==> config.mk <==
export PLATFORM = sky130hd
export DESIGN_NAME = crypto_stream_adapter
export DESIGN_NICKNAME = d
export VERILOG_FILES = /design/src/rtl/crypto_stream_adapter.sv
export SDC_FILE = /design/constraint.sdc
export NUM_CORES = 1
export LEC_CHECK = 0
export BUFFER_PORTS_ARGS = -buffer_cell sky130_fd_sc_hd__buf_4
export CAP_MARGIN = 5
export CORE_MARGIN = 2
export CORE_UTILIZATION = 25
export CTS_CLUSTER_SIZE = 40
export DETAILED_ROUTE_END_ITERATION = 10
export MAX_ROUTING_LAYER = met4
export SLEW_MARGIN = 40
export SYNTH_ARGS = -nofsm -noshare
export SYNTH_HDL_FRONTEND = slang
export SYNTH_SLANG_ARGS = --single-unit
==> constraint.sdc <==
create_clock -name clk -period 3.6 [get_ports clk]
set_clock_uncertainty 0.1 [all_clocks]
set_input_delay 0.18 -clock clk [delete_from_list [all_inputs] [get_ports clk]]
set_output_delay 0.18 -clock clk [all_outputs]
set_load 0.03 [all_outputs]
==> src/rtl/crypto_stream_adapter.sv <==
// Packs four 32-bit ingress words into a 128-bit block, runs it through an external
// crypto engine and streams the 128-bit result back out as four 32-bit words.
module crypto_stream_adapter #(
   parameter int unsigned TIMEOUT_CYCLES = 256
) (
   input  logic         clk,
   input  logic         rst_n,
   input  logic [31:0]  s_tdata,
   input  logic         s_tvalid,
   input  logic         s_tlast,
   output logic         s_tready,
   output logic [31:0]  m_tdata,
   output logic         m_tvalid,
   output logic         m_tlast,
   input  logic         m_tready,
   output logic         eng_start,
   output logic [127:0] eng_din,
   input  logic         eng_busy,
   input  logic         eng_done,
   input  logic [127:0] eng_dout,
   output logic         err_timeout,
   output logic [15:0]  blk_cnt
);

   typedef enum logic [1:0] {StFill, StStart, StWait, StDrain} state_e;

   localparam logic [15:0] TimeoutLast = 16'(TIMEOUT_CYCLES - 1);

   state_e        state_q, state_d;
   logic [127:0]  din_q, din_d;
   logic [127:0]  buf_q, buf_d;
   logic [1:0]    wcnt_q, wcnt_d;
   logic [1:0]    dcnt_q, dcnt_d;
   logic          blk_last_q, blk_last_d;
   logic          err_q, err_d;
   logic [15:0]   tcnt_q, tcnt_d;
   logic [15:0]   blk_cnt_q, blk_cnt_d;

   // Word 0 sits in the most significant slot, so the bit offset is (3 - index) * 32.
   logic [6:0]    wsel, dsel;
   assign wsel = {~wcnt_q, 5'd0};
   assign dsel = {~dcnt_q, 5'd0};

   always_comb begin
      state_d    = state_q;
      din_d      = din_q;
      buf_d      = buf_q;
      wcnt_d     = wcnt_q;
      dcnt_d     = dcnt_q;
      blk_last_d = blk_last_q;
      err_d      = err_q;
      tcnt_d     = tcnt_q;
      blk_cnt_d  = blk_cnt_q;
      s_tready   = 1'b0;
      m_tvalid   = 1'b0;
      m_tlast    = 1'b0;
      m_tdata    = '0;
      eng_start  = 1'b0;

      unique case (state_q)
         StFill: begin
            s_tready = 1'b1;
            if (s_tvalid) begin
               din_d[wsel +: 32] = s_tdata;
               if (wcnt_q == 2'd3 || s_tlast) begin
                  state_d    = StStart;
                  wcnt_d     = '0;
                  blk_last_d = s_tlast;
               end else begin
                  wcnt_d = wcnt_q + 2'd1;
               end
            end
         end
         StStart: begin
            if (!eng_busy) begin
               eng_start = 1'b1;
               state_d   = StWait;
               tcnt_d    = '0;
            end
         end
         StWait: begin
            // A result arriving in the final allowed cycle takes priority over the abort.
            if (eng_done) begin
               buf_d   = eng_dout;
               dcnt_d  = '0;
               state_d = StDrain;
            end else if (tcnt_q == TimeoutLast) begin
               err_d   = 1'b1;
               din_d   = '0;
               tcnt_d  = '0;
               state_d = StFill;
            end else begin
               tcnt_d = tcnt_q + 16'd1;
            end
         end
         StDrain: begin
            m_tvalid = 1'b1;
            m_tdata  = buf_q[dsel +: 32];
            m_tlast  = (dcnt_q == 2'd3) && blk_last_q;
            if (m_tready) begin
               if (dcnt_q == 2'd3) begin
                  dcnt_d    = '0;
                  din_d     = '0;
                  blk_cnt_d = blk_cnt_q + 16'd1;
                  state_d   = StFill;
               end else begin
                  dcnt_d = dcnt_q + 2'd1;
               end
            end
         end
         default: state_d = StFill;
      endcase
   end

   always_ff @(posedge clk or negedge rst_n) begin
      if (!rst_n) begin
         state_q    <= StFill;
         din_q      <= '0;
         buf_q      <= '0;
         wcnt_q     <= '0;
         dcnt_q     <= '0;
         blk_last_q <= 1'b0;
         err_q      <= 1'b0;
         tcnt_q     <= '0;
         blk_cnt_q  <= '0;
      end else begin
         state_q    <= state_d;
         din_q      <= din_d;
         buf_q      <= buf_d;
         wcnt_q     <= wcnt_d;
         dcnt_q     <= dcnt_d;
         blk_last_q <= blk_last_d;
         err_q      <= err_d;
         tcnt_q     <= tcnt_d;
         blk_cnt_q  <= blk_cnt_d;
      end
   end

   assign eng_din     = din_q;
   assign err_timeout = err_q;
   assign blk_cnt     = blk_cnt_q;

endmodule

=== Yosys cells after proc, flatten, opt, wreduce, memory -nomap -nowiden ===
Index checks and enable logic that the tools add are counted.

* Flip-flop bits (word level): 296
* Bits of input ports: 167
* Output and inout port bits: 181
* Word-level logic and storage cells: 80

* Add/sub/neg operators: 5
* Equality and inequality tests: 15
* Shift operators: 3
* Muxes and demuxes: 30
* Bitwise gates (word level): 3
* Reductions and logical operators: 15

{| class="wikitable"
|+ Operators by type and width
! cell !! number
|-
| 128-bit two-way mux || 5
|-
| 128-bit case mux with 3 select lines || 1
|-
| 128-bit bitwise mux || 1
|-
| 32-bit by 9-bit variable shift with 128-bit output, first input constant || 1
|-
| 128-bit by 8-bit variable part select with 32-bit output || 1
|-
| 32-bit by 9-bit variable part select with 128-bit output || 1
|-
| 16-bit two-way mux || 3
|-
| 16-bit by 1-bit adder with 16-bit output, second input constant || 2
|-
| 32-bit two-way mux || 1
|-
| 16-bit case mux with 2 select lines || 1
|-
| 2-bit two-way mux || 11
|-
| 16-bit by 8-bit equality test with 1-bit output, second input constant || 1
|-
| 2-bit inequality test, second input constant || 8
|-
| 3-bit AND reduction || 5
|-
| 6-bit AND reduction || 2
|-
| 7-bit negator with 9-bit output || 1
|-
| 2-bit equality test, second input constant || 4
|-
| 2-bit case mux with 4 select lines || 1
|-
| 1-bit two-way mux || 5
|-
| 2-bit by 1-bit adder with 2-bit output, second input constant || 2
|-
| 2-bit NOT || 2
|-
| 2-bit case mux with 2 select lines || 1
|-
| 2-bit AND reduction || 2
|-
| 2-bit nonzero test || 2
|-
| 7 further kinds || 7
|}

=== Depth between registers and ports, before layout ===
Gate-level depths: netlist of run 1.

* Depth after elaboration: 6
* Depth in mapped cells: 9
* Gate-level depth less buffers: 6

=== Least setup slack after synthesis of run 1 ===
OpenSTA, ideal clock, no wires.

* Path type: register to register
* Start: register state_q[0]
* End: register din_q[127] (netlist: eng_din[127])
* Setup time: 0.127 ns
* Arrival time: 2.120 ns
* Data required time: 3.373 ns
* Setup slack: 1.253 ns
* Cell stages (with the launch flop): 8
* Path buffers: 1
* Period minus slack after synthesis: 2.347 ns
* Path through: dfrtp_1 > inv_1 > ha_1 > clkbuf_1 > mux2i_1 > nand3_1 > a211oi_4 > mux2_1

* Cells in the longest elaborated chain, start to end: 3
* Elaborated cells on any way between the ends: 11
* Those cells by class: eq/ne (7); mux (1); reduce/logical (3)

{| class="wikitable"
|+ RTL lines
! what !! line !! source
|-
| start: declaration || 29 || <nowiki>state_e state_q, state_d;</nowiki>
|-
| start signal: assignment || 117 || <nowiki>state_q <= StFill;</nowiki>
|-
| start signal: assignment || 127 || <nowiki>state_q <= state_d;</nowiki>
|-
| 2-bit equality test or 2-bit zero test (tied branches) || 60 || <nowiki>unique case (state_q)</nowiki>
|-
| 2-bit inequality test (no source line) or 3-bit nonzero test (tied branches) || n/a ||
|-
| 6-bit AND reduction (no source line) || n/a ||
|-
| end signal: assignment || 128 || <nowiki>din_q <= din_d;</nowiki>
|-
| end: declaration || 30 || <nowiki>logic [127:0] din_q, din_d;</nowiki>
|}

Several ways; a longest one is shown, not always the timed one.
A chain may end at the register's enable or synchronous reset.

=== Final worst setup path of run 1 ===
* Start: register state_q[0]
* End: register din_q[58] (netlist: eng_din[58])

Same word-level chain as after synthesis.

==> results.ini, run 1 <==
[pwr]
p_leak_nw = 8.84
p_per_area_nw_per_um2 = 788
switching_share_pct = 37.0
peakVddDrop_mv = 0.479
power_frac_comb_pct = 43.8
p_switching_mw = 5.87
internal_power_mw = 10.0
clockPowerShare_pct = 23.5
p_seq_share_pct = 32.7

[place]
dp_hpwl_um = 26400
gp_congestion = 0.798
port_buffers = 347
placed_cells = 2152
dp_slack_ps = 667

[global_route]
grt_pass1_wl_um = 61100
grt_max_degree = 70
grt-ovfl-total = 0
track_usage_pct = 13.8
grt_pass1_vias = 11200
antenna_found_initial = 0

[logic_synthesis]
seq_area_frac_synth_pct = 53.6
syn_area_per_cell_um2 = 12.1
async_flop_share_pct = 100
synth_top_cell_by_area = dfrtp_1
syn_inst = 1140
synth_edf_count = 0
synth_cell_types = 58
synthTopCellsByCount = dfrtp_1 (296), nand2_1 (144), inv_1 (138)
ys_top_cells_by_area = dfrtp_1 (54%), mux2_2 (11%), mux2i_1 (9.5%), mux4_2 (5.2%), nand2_1 (3.9%)
yosysWarnings = 0
synth_top_area_share_pct = 53.6
synth_fp_nets = 1318
synthFlopType = dfrtp_1
syn-cell-area_um2 = 13800
yosys_register_bits = 296
yosysMostFrequentCell = dfrtp_1

[sta]
setup_slack_ps = 689
slew_headroom_pct = 56.8
post-route-min-period_ps = 2910
fin_hold_ws_ps = 65.6
finalCritPeriodShare_pct = 80.9
worst_pin_slew_ps = 647
hold_viol_final = 0
maxSlewViolCount = 0
setup_viol = 0
tns_ps = 0
rsz0062_at_grt = no
fmax_ghz = 0.343

[floorplanning]
start_util_pct = 25.2
io_pins = 348
fp.dieW_um = 239
rows = 86
die_height_um = 239
core-area_um2 = 54900
die_area_um2 = 57100

[hold_path]
hp-class = input port to asynchronous set/reset pin

[drt]
drc = 0
antenna_left = 0
vias_per_cell = 4.38
vias = 10400
post_drt_wl_per_cell_um = 16.3
routed_wl_um = 38900
dr.first_iter.drc_count = 520
dr.pass1.iters = 5

[finish]
nFillCells = 5323
drive_gt1_share_pct = 36.1
seq_area_um2 = 7410
antenna_cells = 0
nets = 1833
multi_input_area_um2 = 5550
area_growth_syn_to_layout_pct = 45.8
stdcell_count = 2384

[worst_setup_path]
crit_cells = 7
reg2reg_depth = 7
crit_fanout = 32
startpoint_type = flop
crit_type = flop to flop
crit_arrival_ps = 3250
cp_num_buf_inv = 2
critical_path.cell_chain = inv_1, ha_1, mux2i_1, nand3_1, a211oi_4, buf_4, mux2i_1
slowest_stage = buf_4
crit_top_cell = mux2i_1
cp-end-kind = flop
cp_data_required_time_ps = 3940
slowest_delay_ps = 520
path_delay_family = buffers and inverters

[cts]
clkTransAtPathRegs_ps = 60
clk_latency_ps = 540
cts_tree = yes
clock-sinks = 296
cts.path.max_buffers = 3
numCtsBuffers = 37
cts-root-buf = clkbuf_16
post_cts_buffers = 0
htree_levels = 2

[flow_run]
maxCapViolCount = 0

[status]
status = finished, final reports clean

[layer usage]
metal / vias to the layer above / GRT usage, % / part of all wire [%]
li1: 4886 / - / -
met1: 5177 / 17.1 / 44
met2: 311 / 22.1 / 47
met3: 57 / 3.79 / 6.6
met4: 0 / 3.79 / 2.2
met5: - / - / 0
[state kept, by name, summed over array words and instances (netlist names)]
signal / cells
blk_cnt: 16
blk_last_q: 1
buf_q: 128
dcnt_q: 2
eng_din: 128
err_timeout: 1
state_q: 2
tcnt_q: 16
wcnt_q: 2
[power groups by stage]
stage | Sequential (mW) | Clock (mW) | Combinational (mW)
after CTS | 5.19 | 3.87 | 7.03
after floorplan | 5.75 | 0 | 4.19
after detailed placement | 5.24 | 0 | 6.85
after global placement | 5.18 | 0 | 6.71
final | 5.19 | 3.73 | 6.95
after global routing | 5.33 | 4.00 | 7.45
[cell type report]
| cell class | count | share of cell area, % |
|---|---|---|
| Sequential cell | 296 | 36.8 |
| Multi-Input combinational cell | 643 | 27.5 |
| Timing Repair Buffer | 539 | 22.6 |
| Clock buffer | 54 | 5.52 |
| Tap cell | 704 | 4.37 |
| Inverter | 138 | 2.57 |
| Clock inverter | 10 | 0.541 |
[through the flow]
stage	cell area (µm²)	power [mW]	util [%]
2_1_floorplan	13800	9.93	-
3_3_place_gp	17200	11.9	31.3
3_5_place_dp	17200	12.1	31.4
4_1_cts	20100	16.1	36.7
5_1_grt	20100	16.8	36.7
6_report	20100	15.9	36.7
[layout by cell type, fill, tap and decap left out, drive strengths merged, types with 2 or more instances in the layout]
cell,count
nand2b,3
clkinv,5
o21ai,17
nor3,9
inv,139
bufinv,2
clkbuf,54
ha,11
mux4,32
or4,2
nand2,144
xor2,2
nand3,21
and2,35
buf,371
nor2b,2
nor4,9
a211oi,4
or3,3
nand4,14
dlygate4sd3,168
dfrtp,296
and4b,2
mux2i,131
nor2,11
a31oi,9
xnor2,13
mux2,131
and3,6
clkinvlp,2
and4,6
nand3b,3
[cells by family after synthesis]
group           Yosys count  synth area share [%]
buf+inv                 201                  6.36
mux                     294                  25.4
flops                   296                  53.6
xor+xnor                 15                 0.951
fa+ha+maj                11                 0.996
simple gates            278                  10.2
compound gates           45                  2.48
[what timing repair did]
item / 4_1_cts / 5_1_grt
endpoints found under the setup margin: 0 / 0
endpoints found under the hold margin: 495 / 0
hold buffers: 168 / 0
resized for setup: 0 / 0
[path summary, 6_finish.rpt]
kind,start,endpoint,slack [ps]
max,state_q[0]$_DFFE_PN0P_,eng_din[58]$_DFFE_PN0P_,690
min,rst_n,eng_din[11]$_DFFE_PN0P_,70
max reg2reg,state_q[0]$_DFFE_PN0P_,eng_din[58]$_DFFE_PN0P_,690
min reg2reg,blk_cnt[15]$_DFFE_PN0P_,blk_cnt[15]$_DFFE_PN0P_,390
max in group asynchronous,rst_n,buf_q[41]$_DFFE_PN0P_,2260
min in group clk,eng_dout[87],buf_q[87]$_DFFE_PN0P_,300
No activity file was read; power rests on OpenSTA's default activity.
==> run 2: changes to the inputs <==
--- a/config.mk
+++ b/config.mk
@@ -5,6 +5,7 @@
 export SDC_FILE = /design/constraint.sdc
 export NUM_CORES = 1
 export LEC_CHECK = 0
+export ABC_AREA = 1
 export BUFFER_PORTS_ARGS = -buffer_cell sky130_fd_sc_hd__buf_4
 export CAP_MARGIN = 5
 export CORE_MARGIN = 2
==> constraint.sdc (replaced) <==
create_clock -name clk -period 2.45 [get_ports clk]
set_clock_uncertainty 0.1 [all_clocks]
set_input_delay 0.1225 -clock clk [delete_from_list [all_inputs] [get_ports clk]]
set_output_delay 0.1225 -clock clk [all_outputs]
set_load 0.03 [all_outputs]
==> run 2 against run 1 <==
  * Final cell count grew 22%
  * Total power grew 40%
  * Largest power group unchanged
  * Sequential power up 41%
==> results.ini, run 2 <==
[finish]
final_cell_mix = nand2_1 (404), buf_4 (373), nor2_1 (301)
final_common_cell = nand2_1
area_growth_syn_to_layout_pct = 45.8
drive_gt1_share_pct = 27.3
nets = 2312
nFillCells = 5710

[global_route]
grt_max_degree = 98
grt_pass1_wl_um = 79700
track_usage_pct = 17.6
grt_pass1_vias = 13900
grt-ovfl-total = 0
antenna_found_initial = 2

[floorplanning]
rows = 87
fp.dieW_um = 243
io_pins = 348
die_height_um = 243
die_area_um2 = 59000
core-area_um2 = 56400
start_util_pct = 25.3

[logic_synthesis]
syn_inst = 1639
ys_top_cells_by_area = dfrtp_1 (52%), nand2_1 (11%), mux2_2 (10%), nor2_1 (7.9%), nand4_1 (6.1%)
syn-cell-area_um2 = 14300
synthFlopType = dfrtp_1
async_flop_share_pct = 100
synthTopCellsByCount = nand2_1 (405), nor2_1 (301), dfrtp_1 (296)
yosys_register_bits = 296
synth_fp_nets = 1817
yosysWarnings = 0
yosysMostFrequentCell = nand2_1
synth_top_cell_by_area = dfrtp_1
seq_area_frac_synth_pct = 51.9
synth_edf_count = 0
syn_area_per_cell_um2 = 8.70
synth_cell_types = 26
synth_top_area_share_pct = 51.9

[drt]
antenna_left = 0
drc = 0
vias = 13500
dr.first_iter.drc_count = 830
routed_wl_um = 51500
dr.pass1.iters = 6
post_drt_wl_per_cell_um = 17.6
vias_per_cell = 4.64

[worst_setup_path]
cp_num_buf_inv = 3
r2r_end = blk_last_q$_DFFE_PN0P_
cp-end-kind = output port
crit_top_cell = buf_4
path_delay_family = buffers and inverters
crit_fanout = 32
cp_data_required_time_ps = 2230
slowest_delay_ps = 410
r2r-start = state_q[0]$_DFFE_PN0P_
crit_type = flop to output port
crit_arrival_ps = 2130
r2r_slack_ps = 140
startpoint_type = flop
slowest_stage = dfrtp_1
critical_path.cell_chain = ha_2, inv_2, buf_4, a21oi_1, buf_4
reg2reg_depth = 8

[flow_run]
maxCapViolCount = 0

[cts]
cts_tree = yes
cts-root-buf = clkbuf_16
cts.path.max_buffers = 3
htree_levels = 2
clk_latency_ps = 550
clkTransAtPathRegs_ps = 50
clock-sinks = 296
numCtsBuffers = 38

[sta]
rsz0062_at_grt = no
setup_viol = 0
worst_pin_slew_ps = 565
finalCritPeriodShare_pct = 96.0
fmax_ghz = 0.425
hold_viol_final = 0
tns_ps = 0
maxSlewViolCount = 0
slew_headroom_pct = 62.4
post-route-min-period_ps = 2350

[place]
dp_hpwl_um = 34100
gp_congestion = 0.856
port_buffers = 347

[hold_path]
hp-class = input port to asynchronous set/reset pin

[pwr]
p_leak_nw = 10.4
total_power_mw = 22.3
p_per_area_nw_per_um2 = 1070
peakVddDrop_mv = 0.886

[status]
status = finished, final reports clean

==> run 2: changes by cell type after synthesis, sizes merged, moves of 35 or more <==
cell   change
and2      -35
inv       -61
mux2i    -131
nand2    +263
nand4    +124
nor2     +291
o21ai     +60
==> run 2: worst max-delay path by stage <==
stage | start | to | slack, ps | cells past startpoint
floorplan | wcnt_q[0]$_DFFE_PN0P_ | eng_din[101]$_DFFE_PN0P_ | 290 | 9
global placement | tcnt_q[0]$_DFFE_PN0P_ | eng_din[46]$_DFFE_PN0P_ | 200 | 8
detailed placement | tcnt_q[1]$_DFFE_PN0P_ | eng_din[46]$_DFFE_PN0P_ | 170 | 8
CTS | dcnt_q[0]$_DFFE_PN0P_ | m_tdata[31] | 20 | 6
global route | state_q[1]$_DFFE_PN0P_ | blk_last_q$_DFFE_PN0P_ | 5 | 8
finish | state_q[1]$_DFFE_PN0P_ | m_tdata[17] | 100 | 5
==> run 2: metrics by stage <==
| stage | utilization (%) | worst slack [ps] | hold WS, ps | std cells | instance area, µm² |
|---|---|---|---|---|---|
| after global placement | 31.5 | 200 | 4.63 | 2677 | 17800 |
| final | 36.9 | 98.3 | 12.4 | 2916 | 20800 |
| after global routing | 36.9 | 5.10 | 32.2 | 2916 | 20800 |
| after floorplan | - | 289 | -273 | 1639 | 14300 |
| after CTS | 36.7 | 15.2 | 1.20 | 2911 | 20700 |
| after detailed placement | 31.5 | 168 | 8.91 | 2677 | 17800 |
==> run 2: timing repair <==
| item | CTS | global route |
|---|---|---|
| hold buffers | 168 | 0 |
| buffers inserted | 0 | 2 |
| gates resized for setup | 7 | 20 |
| setup endpoints to repair | 22 | 42 |
| cloned | 2 | 1 |
| endpoints found under the hold margin | 572 | 0 |
==> run 2: cell type report <==
type                       instances  area (µm²)  area share [%]
tap                              756         946            4.55
sequential                       296        7410            35.6
inverter                          78         293            1.41
antenna                            2        5.00          0.0241
multi-input combinational       1160        6110            29.4
clock inverter                    10        82.6           0.397
timing repair buffer             560        4880            23.5
clock buffer                      54        1070            5.15
==> run 2: logic make-up (layout without fill, tap and decap cells) <==
family          count (synthesis)  after routing  share of synthesized area, %
other cells                     0              2                             0
compound gates                117            117                          4.20
mux                           128            128                          10.1
xor+xnor                       16             16                         0.982
fa+ha+maj                      11             11                         0.965
flops                         296            296                          51.9
buf+inv                       183            702                          5.54
simple gates                  888            888                          26.3
==> run 2: worst reg2reg max path, stage by stage, from the launching register on <==
cell	delay (ps)
dfrtp_2	430
inv_1	100
ha_2	210
nand2_1	90
inv_1	100
nand2_1	50
dlygate4sd3_1	550
nand2_1	70
dlygate4sd3_1	540
==> run 2: metal layers <==
| metal | part of all wire [%] | global-route usage [%] | vias to the layer above |
|---|---|---|---|
| met5 | 0 | - | - |
| li1 | - | - | 6375 |
| met4 | 2.3 | 5.21 | 0 |
| met1 | 42 | 21.8 | 6600 |
| met3 | 8.1 | 4.72 | 76 |
| met2 | 47 | 28.1 | 490 |
==> run 2: power by group <==
part,total (mW),internal [mW],switching (mW)
Clock,5.29,3.05,2.24
Sequential,7.30,6.40,0.899
Combinational,9.67,3.54,6.13
Total,22.3,13.0,9.27
==> run 3: changes to the inputs <==
--- a/config.mk
+++ b/config.mk
@@ -6,12 +6,12 @@
 export NUM_CORES = 1
 export LEC_CHECK = 0
 export ABC_AREA = 1
-export BUFFER_PORTS_ARGS = -buffer_cell sky130_fd_sc_hd__buf_4
 export CAP_MARGIN = 5
 export CORE_MARGIN = 2
 export CORE_UTILIZATION = 25
 export CTS_CLUSTER_SIZE = 40
 export DETAILED_ROUTE_END_ITERATION = 10
+export DONT_BUFFER_PORTS = 1
 export MAX_ROUTING_LAYER = met4
 export SLEW_MARGIN = 40
 export SYNTH_ARGS = -nofsm -noshare
==> constraint.sdc (replaced) <==
create_clock -name clk -period 2.45 [get_ports clk]
set_clock_uncertainty 0.1 [all_clocks]
set_input_delay 0.1225 -clock clk [delete_from_list [all_inputs] [get_ports clk]]
set_output_delay 0.1225 -clock clk [all_outputs]
set_load 0.01 [all_outputs]
==> run 3 against run 2 <==
  * Utilization fell by 4.8 points
  * Total power decreased by 7.9%
  * Clock-buffer cell count rose by 1
  * Largest cell class unchanged
  * Critical endpoint is now m_tdata[1]
  * Highest routed layer unchanged
  * Clock power rose by 5.1%
  * The flow now finishes with violations (negative hold slack)
  * Sequential power increased by 3.8%
==> results.ini, run 3 (synthesized netlist as in run 2, its figures left out) <==
[status]
status = finished with violations
violations = negative hold slack

[worst_setup_path]
cp_data_required_time_ps = 2230
path_delay_family = buffers and inverters
slowest_delay_ps = 410
slowest_stage = dfrtp_1
startpoint_type = flop
critical_path.cell_chain = ha_2, inv_2, buf_4, a21oi_1, buf_4
crit_type = flop to output port
crit_fanout = 32
crit_arrival_ps = 2100
cp_num_buf_inv = 3
cp-end-kind = output port
crit_top_cell = buf_4

[finish]
final_cell_mix = nand2_1 (405), nor2_1 (301), dfrtp_1 (295)
stdcell_count = 2573
nFillCells = 5833
final_common_cell = nand2_1
nets = 1964
area_growth_syn_to_layout_pct = 27.0
drive_gt1_share_pct = 13.4

[drt]
antenna_left = 0
dr.pass1.iters = 7
drc = 0
maxUsedRoutingLayer = met4
vias_per_cell = 4.72
post_drt_wl_per_cell_um = 18.5
routed_wl_um = 47500
vias = 12100
dr.first_iter.drc_count = 825
route.met3.wl_um = 4640
wl_met2_um = 22100
met1_length_um = 19300

[cts]
cts-root-buf = clkbuf_16
clock-sinks = 296
numCtsBuffers = 36
clk_latency_ps = 530
cts_hold_buf = 166
cts_tree = yes
cts.path.max_buffers = 3
clkTransAtPathRegs_ps = 60
htree_levels = 2

[sta]
worst_pin_slew_ps = 806
maxSlewViolCount = 0
rsz0062_at_grt = no
post-route-min-period_ps = 2320
fmax_ghz = 0.431
setup_viol = 0
hold_viol_final = 296
slew_headroom_pct = 46.2
finalCritPeriodShare_pct = 94.8
setup_slack_ps = 128
fin_hold_ws_ps = -809
tns_ps = 0

[place]
dp_slack_ps = 216
port_buffers = 0
gp_congestion = 0.880
dp_hpwl_um = 32200
placed_cells = 2338

[floorplanning]
start_util_pct = 25.3
die_area_um2 = 59000
die_height_um = 243
io_pins = 348
core-area_um2 = 56400
rows = 87
fp.dieW_um = 243

[global_route]
grt-ovfl-total = 0
grt_pass1_wl_um = 72800
antenna_found_initial = 3
track_usage_pct = 16.2
grt_max_degree = 297
grt_pass1_vias = 12400

[pwr]
p_per_area_nw_per_um2 = 1130
total_power_mw = 20.5
p_leak_nw = 8.64
peakVddDrop_mv = 0.747

[hold_path]
hp-class = input port to asynchronous set/reset pin

[flow_run]
maxCapViolCount = 0

[run 3: changes by cell type in the layout (fill, tap and decap cells not counted), moves of 3 or more]
cell       change
o21ai_1       -11
buf_12         -4
o21ai_0       +12
buf_4        -334
clkbuf_8       +3
bufinv_16      +3
[run 3: timing repair]
action	CTS	global route
endpoints found under the setup margin	4	9
resized for setup	2	3
buffers inserted	0	0
cloned	0	0
hold endpoints to repair	575	296
[run 3: report_power, final]
group          switching (mW)  total (mW)  internal [mW]
clock network            2.19        5.56           3.37
logic                    4.67        7.37           2.70
registers                1.19        7.58           6.40
[run 3: routing by layer]
metal	up-vias	global-route usage [%]
met2	476	25.5
met3	88	5.80
met1	5890	19.1
li1	5685	-
met5	-	-
met4	0	5.65
[run 3: worst paths after layout]
path	endpoint	depth (start not counted)	from	slack, ps
hold / removal	buf_q[9]$_DFFE_PN0P_	0	rst_n	-810
setup reg to reg	eng_din[32]$_DFFE_PN0P_	8	tcnt_q[1]$_DFFE_PN0P_	210
max in group asynchronous	dcnt_q[0]$_DFFE_PN0P_	0	rst_n	2600
setup / recovery	m_tdata[1]	5	state_q[0]$_DFFE_PN0P_	130
min in group clk	state_q[1]$_DFFE_PN0P_	4	s_tvalid	120
hold reg to reg	buf_q[65]$_DFFE_PN0P_	1	buf_q[65]$_DFFE_PN0P_	400
[run 3: stage by stage]
step | hold WS (ps) | util, % | area, µm²
CTS | -846 | 32.1 | 18100
floorplan | -273 | - | 14300
global route | -846 | 32.1 | 18100
detailed placement | -265 | 27.0 | 15200
finish | -809 | 32.1 | 18100
global placement | -263 | 27.0 | 15200
[run 3: area by class of cell]
cell class	count	area [µm²]	area share, %
inverters	78	293	1.62
clock buffers	55	1080	5.98
clock inverters	11	143	0.788
multi-input cells	1160	6100	33.7
repair buffers	214	2130	11.8
flip-flops and latches	296	7410	40.9
diodes	3	7.51	0.0415
well taps	756	946	5.22
